[config.mk]
export PLATFORM = sky130hd
export DESIGN_NAME = e203_exu_flush_arb_flat
export DESIGN_NICKNAME = d
export VERILOG_FILES = /design/src/rtl/e203_exu_flush_arb_pkg.sv /design/src/rtl/e203_exu_flush_arb_if.sv /design/src/rtl/e203_exu_flush_hold.sv /design/src/rtl/e203_exu_flush_arb.sv /design/src/flat_wrapper.sv
export SDC_FILE = /design/constraint.sdc
export NUM_CORES = 1
export LEC_CHECK = 0
export ABC_AREA = 1
export CAP_MARGIN = 20
export CORE_ASPECT_RATIO = 0.75
export CORE_MARGIN = 2
export CORE_UTILIZATION = 40
export DETAILED_ROUTE_END_ITERATION = 7
export DONT_BUFFER_PORTS = 1
export PLACE_DENSITY = 0.55
export SKIP_LAST_GASP = 1
export SYNTH_ARGS = -nofsm -noshare
export SYNTH_HDL_FRONTEND = slang
export SYNTH_SLANG_ARGS = --single-unit
[constraint.sdc]
create_clock -name clk -period 1.1 [get_ports clk]
set_input_delay 0.055 -clock clk [delete_from_list [all_inputs] [get_ports clk]]
set_output_delay 0.055 -clock clk [all_outputs]
set_load 0.01 [all_outputs]
[src/rtl/e203_exu_flush_arb_pkg.sv]
// e203_exu_flush_arb_pkg: shared state and source encodings for the flush arbiter
package e203_exu_flush_arb_pkg;
  typedef enum logic [1:0] {
    IDLE = 2'd0,
    REQ  = 2'd1,
    GAP  = 2'd2
  } state_e;
  localparam logic SRC_EXCP = 1'b1;
  localparam logic SRC_BRCH = 1'b0;
endpackage

[src/rtl/e203_exu_flush_arb_if.sv]
// e203_exu_flush_arb_if: flush source and IFU pipe-flush signals; pipe_flush_pc
// exists only with E203_FLUSH_ARB_PC_ADDER_EN.
interface e203_exu_flush_arb_if #(parameter int PC_SIZE = 32);
  logic               excp_flush_req;
  logic               excp_flush_ack;
  logic [PC_SIZE-1:0] excp_flush_add_op1;
  logic [PC_SIZE-1:0] excp_flush_add_op2;
  logic               brchmis_flush_req;
  logic               brchmis_flush_ack;
  logic [PC_SIZE-1:0] brchmis_flush_add_op1;
  logic [PC_SIZE-1:0] brchmis_flush_add_op2;
  logic               pipe_flush_req;
  logic               pipe_flush_ack;
  logic [PC_SIZE-1:0] pipe_flush_add_op1;
  logic [PC_SIZE-1:0] pipe_flush_add_op2;
  logic               pipe_flush_src;
`ifdef E203_FLUSH_ARB_PC_ADDER_EN
  logic [PC_SIZE-1:0] pipe_flush_pc;
  modport master (
    output excp_flush_req, excp_flush_add_op1, excp_flush_add_op2,
    output brchmis_flush_req, brchmis_flush_add_op1, brchmis_flush_add_op2,
    input  excp_flush_ack, brchmis_flush_ack,
    input  pipe_flush_req, pipe_flush_add_op1, pipe_flush_add_op2, pipe_flush_src, pipe_flush_pc,
    output pipe_flush_ack
  );
  modport slave (
    input  excp_flush_req, excp_flush_add_op1, excp_flush_add_op2,
    input  brchmis_flush_req, brchmis_flush_add_op1, brchmis_flush_add_op2,
    output excp_flush_ack, brchmis_flush_ack,
    output pipe_flush_req, pipe_flush_add_op1, pipe_flush_add_op2, pipe_flush_src, pipe_flush_pc,
    input  pipe_flush_ack
  );
`else
  modport master (
    output excp_flush_req, excp_flush_add_op1, excp_flush_add_op2,
    output brchmis_flush_req, brchmis_flush_add_op1, brchmis_flush_add_op2,
    input  excp_flush_ack, brchmis_flush_ack,
    input  pipe_flush_req, pipe_flush_add_op1, pipe_flush_add_op2, pipe_flush_src,
    output pipe_flush_ack
  );
  modport slave (
    input  excp_flush_req, excp_flush_add_op1, excp_flush_add_op2,
    input  brchmis_flush_req, brchmis_flush_add_op1, brchmis_flush_add_op2,
    output excp_flush_ack, brchmis_flush_ack,
    output pipe_flush_req, pipe_flush_add_op1, pipe_flush_add_op2, pipe_flush_src,
    input  pipe_flush_ack
  );
`endif
endinterface

[src/rtl/e203_exu_flush_hold.sv]
// e203_exu_flush_hold: load-enabled holding register for the accepted flush target;
// also holds op1+op2 when E203_FLUSH_ARB_PC_ADDER_EN is defined.
module e203_exu_flush_hold #(parameter int W = 32) (
  input  logic         clk,
  input  logic         rst_n,
  input  logic         ld,
  input  logic [W-1:0] op1_i,
  input  logic [W-1:0] op2_i,
  input  logic         src_i,
  output logic [W-1:0] op1_o,
  output logic [W-1:0] op2_o,
`ifdef E203_FLUSH_ARB_PC_ADDER_EN
  output logic [W-1:0] pc_o,
`endif
  output logic         src_o
);
  logic [W-1:0] op1_d, op1_q, op2_d, op2_q;
  logic         src_d, src_q;
`ifdef E203_FLUSH_ARB_PC_ADDER_EN
  logic [W-1:0] pc_d, pc_q;
  always_comb pc_d = ld ? op1_i + op2_i : pc_q;
  always_ff @(posedge clk or negedge rst_n)
    if (!rst_n) pc_q <= '0;
    else        pc_q <= pc_d;
  assign pc_o = pc_q;
`endif
  always_comb begin
    op1_d = ld ? op1_i : op1_q;
    op2_d = ld ? op2_i : op2_q;
    src_d = ld ? src_i : src_q;
  end
  always_ff @(posedge clk or negedge rst_n)
    if (!rst_n) begin
      op1_q <= '0;
      op2_q <= '0;
      src_q <= 1'b0;
    end else begin
      op1_q <= op1_d;
      op2_q <= op2_d;
      src_q <= src_d;
    end
  assign op1_o = op1_q;
  assign op2_o = op2_q;
  assign src_o = src_q;
endmodule

[src/rtl/e203_exu_flush_arb.sv]
// e203_exu_flush_arb: exception-priority flush arbiter with IFU handshake and post-ack
// quiet window; E203_FLUSH_ARB_PC_ADDER_EN adds a registered pipe_flush_pc.
module e203_exu_flush_arb
  import e203_exu_flush_arb_pkg::*;
#(
  parameter int PC_SIZE   = 32,
  parameter int FLUSH_GAP = 2,
  parameter int GAP_W     = 4
) (
  input  logic                   clk,
  input  logic                   rst_n,
  e203_exu_flush_arb_if.slave    bus,
  output logic                   flush_busy
);
  state_e             state_d, state_q;
  logic [GAP_W-1:0]   cnt_d, cnt_q;
  logic               idle, excp_ack, brch_ack;
  assign idle     = state_q == IDLE;
  assign excp_ack = idle & bus.excp_flush_req;
  assign brch_ack = idle & bus.brchmis_flush_req & ~bus.excp_flush_req;
  always_comb begin
    state_d = state_q;
    cnt_d   = cnt_q;
    case (state_q)
      IDLE: state_d = (bus.excp_flush_req | bus.brchmis_flush_req) ? REQ : IDLE;
      REQ: if (bus.pipe_flush_ack) begin
        state_d = (FLUSH_GAP > 0) ? GAP : IDLE;
        cnt_d   = (FLUSH_GAP > 0) ? GAP_W'(FLUSH_GAP - 1) : '0;
      end
      GAP: begin
        state_d = (cnt_q == '0) ? IDLE : GAP;
        cnt_d   = (cnt_q == '0) ? '0 : cnt_q - GAP_W'(1);
      end
      default: state_d = IDLE;
    endcase
  end
  always_ff @(posedge clk or negedge rst_n)
    if (!rst_n) begin
      state_q <= IDLE;
      cnt_q   <= '0;
    end else begin
      state_q <= state_d;
      cnt_q   <= cnt_d;
    end
  e203_exu_flush_hold #(.W(PC_SIZE)) u_hold (
    .clk   (clk),
    .rst_n (rst_n),
    .ld    (excp_ack | brch_ack),
    .op1_i (bus.excp_flush_req ? bus.excp_flush_add_op1 : bus.brchmis_flush_add_op1),
    .op2_i (bus.excp_flush_req ? bus.excp_flush_add_op2 : bus.brchmis_flush_add_op2),
    .src_i (bus.excp_flush_req ? SRC_EXCP : SRC_BRCH),
    .op1_o (bus.pipe_flush_add_op1),
    .op2_o (bus.pipe_flush_add_op2),
`ifdef E203_FLUSH_ARB_PC_ADDER_EN
    .pc_o  (bus.pipe_flush_pc),
`endif
    .src_o (bus.pipe_flush_src)
  );
  assign bus.excp_flush_ack    = excp_ack;
  assign bus.brchmis_flush_ack = brch_ack;
  assign bus.pipe_flush_req    = state_q == REQ;
  assign flush_busy            = ~idle;
endmodule

[src/flat_wrapper.sv]
// flat-port wrapper written by rule: the top's interface ports become plain ports
module e203_exu_flush_arb_flat import e203_exu_flush_arb_pkg::*;
#(
  parameter int PC_SIZE   = 32,
  parameter int FLUSH_GAP = 2,
  parameter int GAP_W     = 4
)
  (clk, rst_n, flush_busy, bus_excp_flush_req, bus_excp_flush_add_op1, bus_excp_flush_add_op2, bus_brchmis_flush_req, bus_brchmis_flush_add_op1, bus_brchmis_flush_add_op2, bus_excp_flush_ack, bus_brchmis_flush_ack, bus_pipe_flush_req, bus_pipe_flush_add_op1, bus_pipe_flush_add_op2, bus_pipe_flush_src, bus_pipe_flush_ack);
  e203_exu_flush_arb_if #(.PC_SIZE(PC_SIZE)) bus_i ();
  input  logic clk;
  input  logic rst_n;
  output logic flush_busy;
  input wire logic [$bits(bus_i.excp_flush_req)-1:0] bus_excp_flush_req;
  input wire logic [$bits(bus_i.excp_flush_add_op1)-1:0] bus_excp_flush_add_op1;
  input wire logic [$bits(bus_i.excp_flush_add_op2)-1:0] bus_excp_flush_add_op2;
  input wire logic [$bits(bus_i.brchmis_flush_req)-1:0] bus_brchmis_flush_req;
  input wire logic [$bits(bus_i.brchmis_flush_add_op1)-1:0] bus_brchmis_flush_add_op1;
  input wire logic [$bits(bus_i.brchmis_flush_add_op2)-1:0] bus_brchmis_flush_add_op2;
  output wire logic [$bits(bus_i.excp_flush_ack)-1:0] bus_excp_flush_ack;
  output wire logic [$bits(bus_i.brchmis_flush_ack)-1:0] bus_brchmis_flush_ack;
  output wire logic [$bits(bus_i.pipe_flush_req)-1:0] bus_pipe_flush_req;
  output wire logic [$bits(bus_i.pipe_flush_add_op1)-1:0] bus_pipe_flush_add_op1;
  output wire logic [$bits(bus_i.pipe_flush_add_op2)-1:0] bus_pipe_flush_add_op2;
  output wire logic [$bits(bus_i.pipe_flush_src)-1:0] bus_pipe_flush_src;
  input wire logic [$bits(bus_i.pipe_flush_ack)-1:0] bus_pipe_flush_ack;
  assign bus_i.excp_flush_req = bus_excp_flush_req;
  assign bus_i.excp_flush_add_op1 = bus_excp_flush_add_op1;
  assign bus_i.excp_flush_add_op2 = bus_excp_flush_add_op2;
  assign bus_i.brchmis_flush_req = bus_brchmis_flush_req;
  assign bus_i.brchmis_flush_add_op1 = bus_brchmis_flush_add_op1;
  assign bus_i.brchmis_flush_add_op2 = bus_brchmis_flush_add_op2;
  assign bus_excp_flush_ack = bus_i.excp_flush_ack;
  assign bus_brchmis_flush_ack = bus_i.brchmis_flush_ack;
  assign bus_pipe_flush_req = bus_i.pipe_flush_req;
  assign bus_pipe_flush_add_op1 = bus_i.pipe_flush_add_op1;
  assign bus_pipe_flush_add_op2 = bus_i.pipe_flush_add_op2;
  assign bus_pipe_flush_src = bus_i.pipe_flush_src;
  assign bus_i.pipe_flush_ack = bus_pipe_flush_ack;
  e203_exu_flush_arb #(.PC_SIZE(PC_SIZE), .FLUSH_GAP(FLUSH_GAP), .GAP_W(GAP_W)) u_core (.clk(clk), .rst_n(rst_n), .bus(bus_i), .flush_busy(flush_busy));
endmodule
==> impl_metrics.env, run 1 <==
export IMPL_status="finished with violations"
export IMPL_violations="negative hold slack, negative setup slack"
export IMPL_dp_hpwl_um=6260
export IMPL_h_tree_depth=3
export IMPL_regToRegSetupSlack_ps=-220
export IMPL_synth_enable_flop_cells=0
export IMPL_clkLatencyLatePin_ps=330
export IMPL_ant_nets=0
export IMPL_grt_busiest_layer="met2"
export IMPL_synth_compound_area_frac=0.173
export IMPL_multiInputGateArea_um2=1650
export IMPL_vias=3759
export IMPL_worstPathCellList="nor2_2 > inv_2 > buf_6 > nor2_8 > buf_12 > clkbuf_16 > nand2_2 > nand2_1"
export IMPL_async_flop_share=1.00
export IMPL_worstMarginPinSlew_ps=364
export IMPL_synth_fa_ha_area_frac=0.00330
export IMPL_via_per_inst=4.96
export IMPL_fin_crit_sh=1.20
export IMPL_fmax_ghz=0.757
export IMPL_numPortBuffers=0
export IMPL_place_congestion=0.767
export IMPL_peakVddDrop_mv=1.10
export IMPL_design_area_um2=5380
export IMPL_critPathArrivalTime_ps=1590
export IMPL_powerDensity_nw_per_um2=2460
export IMPL_layout_area_seq_um2=1780
export IMPL_pin_count=202
export IMPL_yosys_top_cells_count="214 x nand2_1, 125 x o21ai_0, 75 x inv_1"
export IMPL_required_ps=1370
export IMPL_fillCellCount=854
export IMPL_num_antenna_cells=0
export IMPL_setup_viol=74
export IMPL_worst_clock_skew_ps=1.98
export IMPL_maxSlewHeadroom=0.754
export IMPL_avgSynthCellArea_um2=7.06
export IMPL_period_needed_ps=1320
export IMPL_leakagePower_nw=2.84
export IMPL_synth_area_leaders="dfrtp_1 47%, nand2_1 21%, o21ai_0 17%"
export IMPL_ys_ff_latch=71
export IMPL_yosysSeqAreaShare=0.469
export IMPL_drcViolationCount=0
export IMPL_rsz0062_at_grt="yes"
export IMPL_tns_ps=-12700
export IMPL_cp_start_kind="flip-flop"
export IMPL_grt_use_met1=0.252
export IMPL_nets=759
export IMPL_synth_top_cell_by_area="dfrtp_1"
export IMPL_tritoncts="done"
export IMPL_die_w_um=116
export IMPL_synth_mux_area_fraction=0
export IMPL_path_delay_family="buffers and inverters"
export IMPL_synth_top_family_by_area="simple AND/OR/NAND/NOR gates"
export IMPL_grt_overflow=0
export IMPL_endpoint_kind="flip-flop"
export IMPL_dieHeight_um=88.3
export IMPL_ctsHoldBuffers=80
export IMPL_antenna_found_initial=0
export IMPL_synthFlopType="dfrtp_1"
export IMPL_layout_cells_non_filler=758
export IMPL_clk_pin_slew_ps=50
export IMPL_die_area_um2=10300
export IMPL_met3_usage=0.0815
export IMPL_power_mw=13.2
export IMPL_synthMostInstantiatedCell="nand2_1"
export IMPL_synth_distinct_cells=21
export IMPL_syn2layout_area_growth_pct=41.9
export IMPL_grt_pass1_wl_um=17200
export IMPL_numCtsBuffers=9
export IMPL_initial_core_util=0.416
export IMPL_grtUsageMet2=0.373
export IMPL_crit_buf_inv=4
export IMPL_crit_fanout=7
export IMPL_wl_per_cell_um=14.9
export IMPL_synth_top_area_frac=0.469
export IMPL_cap_viol_max_count=0
export IMPL_hold_ws_ps=-581
export IMPL_grt_pass1_vias=3553
export IMPL_synthXorXnorAreaFrac=0.00231
export IMPL_placeableCoreArea_um2=9120
export IMPL_synthesis_instances=537
export IMPL_critPathKind="flip-flop to flip-flop"
export IMPL_clockBufferDepth=2
export IMPL_drive_above_1_share=0.117
export IMPL_syn_nets=671
export IMPL_synth_area_um2=3790
export IMPL_cp_startpoint="u_core.state_q[0]$_DFFE_PN0P_"
export IMPL_finalHoldViolCount=71
export IMPL_r2r_end="u_core.u_hold.op2_o[25]$_DFFE_PN0P_"
export IMPL_worstReg2RegStart="u_core.state_q[0]$_DFFE_PN0P_"
export IMPL_hold_class="input port to async pin"
export IMPL_routed_wl_um=11300
export IMPL_placed_area_um2=3930
export IMPL_slowest_stage="dfrtp_1"
export IMPL_rows=30
export IMPL_yosysWarnings=0
export IMPL_layout_setup_ws_ps=-220
export IMPL_endpoint="u_core.u_hold.op2_o[25]$_DFFE_PN0P_"
export IMPL_drt_first_pass_iters=4
export IMPL_dp_cells=644
export IMPL_cp_depth=8
export IMPL_dp_slack_ps=-96.0
export IMPL_grt_max_degree=99
export IMPL_slowest_delay_ps=380
export IMPL_root_buffer="clkbuf_16"
export IMPL_finalMaxSlewViolations=0
export IMPL_cts_sinks=71
export IMPL_drtIter0Drc=174
export IMPL_synth_simple_area_share=0.227
export IMPL_r2r_cells=8
export IMPL_track_usage=0.220
## worst min-delay path by stage
| stage | cells after the start | slack [ps] | start | to |
|---|---|---|---|---|
| 6_report | 0 | -580 | rst_n | u_core.u_hold.op1_o[21]$_DFFE_PN0P_ |
| 5_1_grt | 0 | -610 | rst_n | u_core.u_hold.op1_o[19]$_DFFE_PN0P_ |
| 3_5_place_dp | 0 | -240 | rst_n | u_core.u_hold.op1_o[21]$_DFFE_PN0P_ |
| 2_1_floorplan | 0 | -240 | rst_n | u_core.cnt_q[0]$_DFFE_PN0P_ |
| 4_1_cts | 0 | -600 | rst_n | u_core.cnt_q[0]$_DFFE_PN0P_ |
| 3_3_place_gp | 0 | -240 | rst_n | u_core.u_hold.op1_o[21]$_DFFE_PN0P_ |
## layer usage
metal  part of all wire  up-vias
li1                   -     1838
met1               0.41     1745
met2               0.48      151
met3              0.093       25
met4              0.024        0
met5                  0        -
## stage by stage
| stage | hold WS [ps] | util |
|---|---|---|
| after CTS | -598 | 0.575 |
| after global placement | -238 | 0.431 |
| after global routing | -606 | 0.590 |
| after detailed placement | -238 | 0.431 |
| final | -581 | 0.590 |
| after floorplan | -241 | - |
## worst reg2reg max path: cells and delay by family (launching register included)
kind	cells	cell delay, ps
buffers and inverters	4	550
DFF	1	380
and+or+nand+nor	4	350
## timing repair
item	CTS	global route
setup buffers	10	4
cloned	4	2
pin swaps	4	6
endpoints found under the hold margin	142	71
endpoints found under the setup margin	72	75
resized for setup	46	26
## final cells by class
cell class	instances	share of cell area
clock inverters	5	0.00465
repair buffers	111	0.231
clock buffers	11	0.0433
multi-input cells	356	0.307
well taps	128	0.0298
inverters	76	0.0535
flip-flops and latches	71	0.330
## report_power, final
part / internal [mW] / switching, mW
logic: 2.61 / 2.74
registers: 3.85 / 1.46
clock network: 1.51 / 1.06
## kinds of logic after synthesis
logic type | Yosys count
AOI/OAI and AO/OA | 131
DFF | 71
adders and majority gates | 1
xor gates and xnor gates | 1
and+or+nand+nor | 223
buffers and inverters | 110
## state kept, by name, indices dropped and copies added, names as in the netlist
name                 flops
u_core.u_hold.op1_o     32
u_core.u_hold.op2_o     32
u_core.state_q           2
u_core.u_hold.src_o      1
u_core.cnt_q             4
## cells in the final DEF (no fill, tap or decap)
cell           netlist  routed
nand2_4              0       6
dfrtp_1             71      71
nor3_4               0       1
inv_2                1       3
nor2_4               0       2
buf_6                1       8
nor2_2               1       1
ha_1                 1       1
a21oi_4              0       1
o21ai_2              0       2
nor2_8               1       1
o21ai_0            125      86
inv_1               75      72
buf_4                7      12
clkinv_2             0       5
xor2_1               1       1
o21ai_1              4      41
nor2_1               4       2
inv_4                0       1
nand3_1              2       2
buf_12               0       7
o22ai_1              1       1
clkbuf_16            0      11
dlygate4sd3_1        0      79
clkbuf_1            10       2
nand2_1            214     198
nand2_2              0      10
buf_16               0       3
Power figures use the tool's default switching activity.
==> run 2, diff against run 1 <==
--- a/config.mk
+++ b/config.mk
@@ -8,7 +8,6 @@
 export ABC_AREA = 1
 export CAP_MARGIN = 20
 export CORE_ASPECT_RATIO = 0.75
-export CORE_MARGIN = 2
 export CORE_UTILIZATION = 40
 export DETAILED_ROUTE_END_ITERATION = 7
 export DONT_BUFFER_PORTS = 1
==> impl_metrics.env, run 2 (synthesis results as in run 1) <==
export IMPL_h_tree_depth=3
export IMPL_r2r_end="u_core.u_hold.op1_o[30]$_DFFE_PN0P_"
export IMPL_design_area_um2=5190
export IMPL_cp_start_kind="flip-flop"
export IMPL_hold_class="input port to async pin"
export IMPL_placed_area_um2=3930
export IMPL_finish_utilization=0.569
export IMPL_clockBufferDepth=2
export IMPL_numPortBuffers=0
export IMPL_rsz0062_at_grt="yes"
export IMPL_grt_max_degree=97
export IMPL_cts_sinks=71
export IMPL_drcViolationCount=0
export IMPL_worstPathCellList="nor2_4 > inv_4 > buf_6 > buf_12 > o21ai_0 > nand2_1"
export IMPL_num_antenna_cells=0
export IMPL_regToRegSetupSlack_ps=-190
export IMPL_wl_per_cell_um=14.2
export IMPL_peakVddDrop_mv=0.981
export IMPL_slowest_delay_ps=400
export IMPL_final_common_cell="nand2_1"
export IMPL_die_w_um=114
export IMPL_drtIter0Drc=168
export IMPL_tritoncts="done"
export IMPL_cp_startpoint="u_core.state_q[1]$_DFFE_PN0P_"
export IMPL_via_per_inst=4.91
export IMPL_clk_pin_slew_ps=60
export IMPL_routed_wl_um=10500
export IMPL_dieHeight_um=86.3
export IMPL_dp_hpwl_um=6320
export IMPL_powerDensity_nw_per_um2=2450
export IMPL_finalMaxSlewViolations=0
export IMPL_dp_slack_ps=-74.8
export IMPL_worst_clock_skew_ps=5.45
export IMPL_critPathArrivalTime_ps=1500
export IMPL_initial_core_util=0.416
export IMPL_antenna_found_initial=0
export IMPL_track_usage=0.216
export IMPL_ant_nets=0
export IMPL_fin_crit_sh=1.17
export IMPL_nets=746
export IMPL_required_ps=1310
export IMPL_hold_ws_ps=-578
export IMPL_power_mw=12.7
export IMPL_die_area_um2=9870
export IMPL_endpoint="u_core.u_hold.op1_o[30]$_DFFE_PN0P_"
export IMPL_worstReg2RegStart="u_core.state_q[1]$_DFFE_PN0P_"
export IMPL_violations="negative hold slack, negative setup slack"
export IMPL_leakagePower_nw=2.73
export IMPL_grt_pass1_vias=3482
export IMPL_status="finished with violations"
export IMPL_crit_fanout=25
export IMPL_cap_viol_max_count=0
export IMPL_placeableCoreArea_um2=9120
export IMPL_worstMarginPinSlew_ps=324
export IMPL_final_cell_mix="213 x nand2_1, 89 x o21ai_0, 77 x dlygate4sd3_1"
export IMPL_layout_cells_non_filler=745
export IMPL_drt_first_pass_iters=4
export IMPL_numCtsBuffers=9
export IMPL_endpoint_kind="flip-flop"
export IMPL_grt_pass1_wl_um=16500
export IMPL_clkLatencyLatePin_ps=330
export IMPL_dp_cells=642
export IMPL_drive_above_1_share=0.0810
export IMPL_tns_ps=-10690
export IMPL_ctsHoldBuffers=78
export IMPL_setup_viol=73
export IMPL_pin_count=202
export IMPL_critPathKind="flip-flop to flip-flop"
export IMPL_maxSlewHeadroom=0.784
export IMPL_finalHoldViolCount=72
export IMPL_rows=30
export IMPL_period_needed_ps=1290
export IMPL_place_congestion=0.739
export IMPL_vias=3661
export IMPL_layout_setup_ws_ps=-186
export IMPL_r2r_cells=6
export IMPL_grt_overflow=0
export IMPL_root_buffer="clkbuf_16"
export IMPL_fmax_ghz=0.778
export IMPL_slowest_stage="dfrtp_1"
export IMPL_syn2layout_area_growth_pct=36.9
run 2: worst min-delay path by stage:
stage,start,to,depth (start not counted),slack (ps)
6_report,rst_n,u_core.u_hold.op1_o[10]$_DFFE_PN0P_,0,-580
2_1_floorplan,rst_n,u_core.cnt_q[0]$_DFFE_PN0P_,0,-240
3_5_place_dp,rst_n,u_core.u_hold.op1_o[10]$_DFFE_PN0P_,0,-240
5_1_grt,rst_n,u_core.u_hold.op2_o[29]$_DFFE_PN0P_,0,-600
4_1_cts,rst_n,u_core.u_hold.op2_o[8]$_DFFE_PN0P_,0,-590
3_3_place_gp,rst_n,u_core.u_hold.op1_o[9]$_DFFE_PN0P_,0,-240
run 2: final cells by class:
cell class | count | area, um2
Clock buffer | 12 | 256
Clock inverter | 4 | 53.8
Fill cell | 833 | 3930
Inverter | 76 | 288
Multi-Input combinational cell | 356 | 1590
Sequential cell | 71 | 1780
Tap cell | 128 | 160
Timing Repair Buffer | 98 | 1060
run 2: where the power goes:
group | leakage [nW] | switching (mW) | internal, mW
sequential | 0.886 | 1.46 | 3.85
clock | 0.145 | 1.08 | 1.88
combinational | 1.70 | 2.38 | 2.07
run 2: routing by layer:
metal / routed length, um / part of all wire / track usage / vias up
li1: - / - / - / 1810
met1: 4400 / 0.42 / 0.252 / 1690
met2: 5100 / 0.48 / 0.379 / 149
met3: 907 / 0.086 / 0.0769 / 12
met4: 139 / 0.013 / 0.0567 / 0
met5: 0 / 0 / 0 / -
run 2: timing repair:
item	4_1_cts	5_1_grt
resized for setup	26	13
endpoints found under the setup margin	72	73
pin swaps	3	2
cloned	1	1
endpoints found under the hold margin	139	71
setup buffers	3	4
run 2: critical path, delay by kind of cell (launching register included):
kind | cells | cell delay, ps
flip-flops | 1 | 400
buffers and inverters | 3 | 350
AND/OR/NAND/NOR | 2 | 230
AO/OA/AOI/OAI | 1 | 170
==> run 3, diff against run 2 <==
--- a/config.mk
+++ b/config.mk
@@ -11,8 +11,8 @@
 export CORE_UTILIZATION = 40
 export DETAILED_ROUTE_END_ITERATION = 7
 export DONT_BUFFER_PORTS = 1
+export GPL_TIMING_DRIVEN = 0
 export PLACE_DENSITY = 0.55
-export SKIP_LAST_GASP = 1
 export SYNTH_ARGS = -nofsm -noshare
 export SYNTH_HDL_FRONTEND = slang
 export SYNTH_SLANG_ARGS = --single-unit
==> impl_metrics.env, run 3 (synthesis results as in run 1) <==
export IMPL_clockBufferDepth=2
export IMPL_cp_depth=5
export IMPL_final_common_cell="nand2_1"
export IMPL_leakagePower_nw=3.06
export IMPL_pin_count=202
export IMPL_clkLatencyLatePin_ps=330
export IMPL_via_per_inst=5.00
export IMPL_crit_fanout=5
export IMPL_power_frac_clock=0.209
export IMPL_root_buffer="clkbuf_16"
export IMPL_syn2layout_area_growth_pct=56.3
export IMPL_routed_wl_um=12800
export IMPL_fmax_ghz=0.692
export IMPL_rsz0062_at_grt="yes"
export IMPL_dieHeight_um=86.3
export IMPL_cp_start_kind="flip-flop"
export IMPL_hold_class="input port to async pin"
export IMPL_worst_clock_skew_ps=3.60
export IMPL_grt_overflow=0
export IMPL_drcViolationCount=0
export IMPL_nets=830
export IMPL_r2r_cells=8
export IMPL_placed_area_um2=3980
export IMPL_drtIter0Drc=234
export IMPL_required_ps=1040
export IMPL_clk_pin_slew_ps=50
export IMPL_path_delay_family="flip-flops"
export IMPL_grt_max_degree=72
export IMPL_slowest_delay_ps=400
export IMPL_vias=4137
export IMPL_power_mw=13.4
export IMPL_switchingPower_mw=5.25
export IMPL_die_area_um2=9870
export IMPL_layout_setup_ws_ps=-345
export IMPL_antenna_found_initial=0
export IMPL_drive_above_1_share=0.117
export IMPL_place_congestion=0.782
export IMPL_design_area_um2=5920
export IMPL_status="finished with violations"
export IMPL_p_comb_frac=0.394
export IMPL_power_internal_mw=8.17
export IMPL_dp_hpwl_um=7550
export IMPL_finalHoldViolCount=71
export IMPL_worstMarginPinSlew_ps=636
export IMPL_ant_nets=0
export IMPL_slowest_stage="dfrtp_1"
export IMPL_peakVddDrop_mv=1.03
export IMPL_numCtsBuffers=9
export IMPL_cap_viol_max_count=0
export IMPL_final_cell_mix="210 x nand2_1, 128 x dlygate4sd3_1, 104 x o21ai_0"
export IMPL_tritoncts="done"
export IMPL_worstPathCellList="nor2_4 > inv_4 > buf_8 > clkbuf_16 > nor3_4"
export IMPL_seq_power_share=0.397
export IMPL_crit_buf_inv=3
export IMPL_finalMaxSlewViolations=0
export IMPL_grt_pass1_vias=4219
export IMPL_powerDensity_nw_per_um2=2270
export IMPL_wl_per_cell_um=15.5
export IMPL_cts_sinks=71
export IMPL_die_w_um=114
export IMPL_num_antenna_cells=0
export IMPL_hold_ws_ps=-587
export IMPL_numPortBuffers=0
export IMPL_endpoint_kind="output port"
export IMPL_dp_slack_ps=-203
export IMPL_swShare=0.391
export IMPL_track_usage=0.271
export IMPL_finish_utilization=0.650
export IMPL_h_tree_depth=3
export IMPL_ctsHoldBuffers=128
export IMPL_violations="negative hold slack, negative setup slack"
export IMPL_fin_crit_sh=1.31
export IMPL_period_needed_ps=1450
export IMPL_setup_viol=70
export IMPL_critPathArrivalTime_ps=1390
export IMPL_drt_first_pass_iters=4
export IMPL_rows=30
export IMPL_initial_core_util=0.416
export IMPL_critPathKind="flip-flop to output port"
export IMPL_maxSlewHeadroom=0.576
export IMPL_grt_pass1_wl_um=20500
export IMPL_placeableCoreArea_um2=9120
-- run 3: through the flow --
step / setup TNS (ps) / std cells
6_report: -16040 / 827
5_1_grt: -21410 / 827
4_1_cts: -15810 / 824
3_5_place_dp: -11280 / 665
3_3_place_gp: -10030 / 665
2_1_floorplan: -708 / 537
-- run 3: worst reg2reg max path, stage by stage (launching register included) --
cell	delay, ps
dfrtp_1	400
nor2_4	150
inv_4	50
buf_4	180
nor2_8	160
buf_12	130
buf_4	130
nand2_1	50
nand2_1	60
-- run 3: path summary, 6_finish.rpt --
path | startpoint | endpoint | slack [ps]
setup / recovery | u_core.state_q[1]$_DFFE_PN0P_ | bus_brchmis_flush_ack | -350
min in group clk | bus_excp_flush_add_op2[2] | u_core.u_hold.op2_o[2]$_DFFE_PN0P_ | 10
hold reg to reg | u_core.cnt_q[3]$_DFFE_PN0P_ | u_core.cnt_q[3]$_DFFE_PN0P_ | 550
max in group asynchronous | rst_n | u_core.u_hold.op1_o[25]$_DFFE_PN0P_ | 1550
hold / removal | rst_n | u_core.u_hold.op1_o[10]$_DFFE_PN0P_ | -590
setup reg to reg | u_core.state_q[1]$_DFFE_PN0P_ | u_core.u_hold.op2_o[24]$_DFFE_PN0P_ | -260
-- run 3: layout make-up --
cell class | instances | area (um2)
Buffer | 34 | 292
Sequential cell | 71 | 1780
Inverter | 76 | 290
Timing Repair Buffer | 147 | 1490
Multi-Input combinational cell | 357 | 1640
Fill cell | 712 | 3200
Clock buffer | 14 | 284
Tap cell | 128 | 160
-- run 3: timing repair --
action | CTS | global route
resized for setup | 48 | 19
pin swaps | 3 | 2
setup buffers | 10 | 5
gates cloned | 7 | 0
hold endpoints to repair | 141 | 71
endpoints found under the setup margin | 74 | 74
-- run 3: power by group through the flow --
stage | Clock [mW] | Sequential (mW) | Combinational (mW)
after detailed placement | 0 | 5.32 | 3.44
after global routing | 2.98 | 5.48 | 5.90
after CTS | 2.87 | 5.32 | 4.99
final | 2.80 | 5.33 | 5.29
after floorplan | 0 | 4.97 | 2.70
after global placement | 0 | 5.31 | 3.34
-- run 3: layer usage --
layer	track usage	vias up	wire [um]
met5	0	-	0
met1	0.325	1925	5450
met4	0.0956	0	354
met3	0.0993	35	1050
met2	0.450	201	5990
li1	-	1976	-
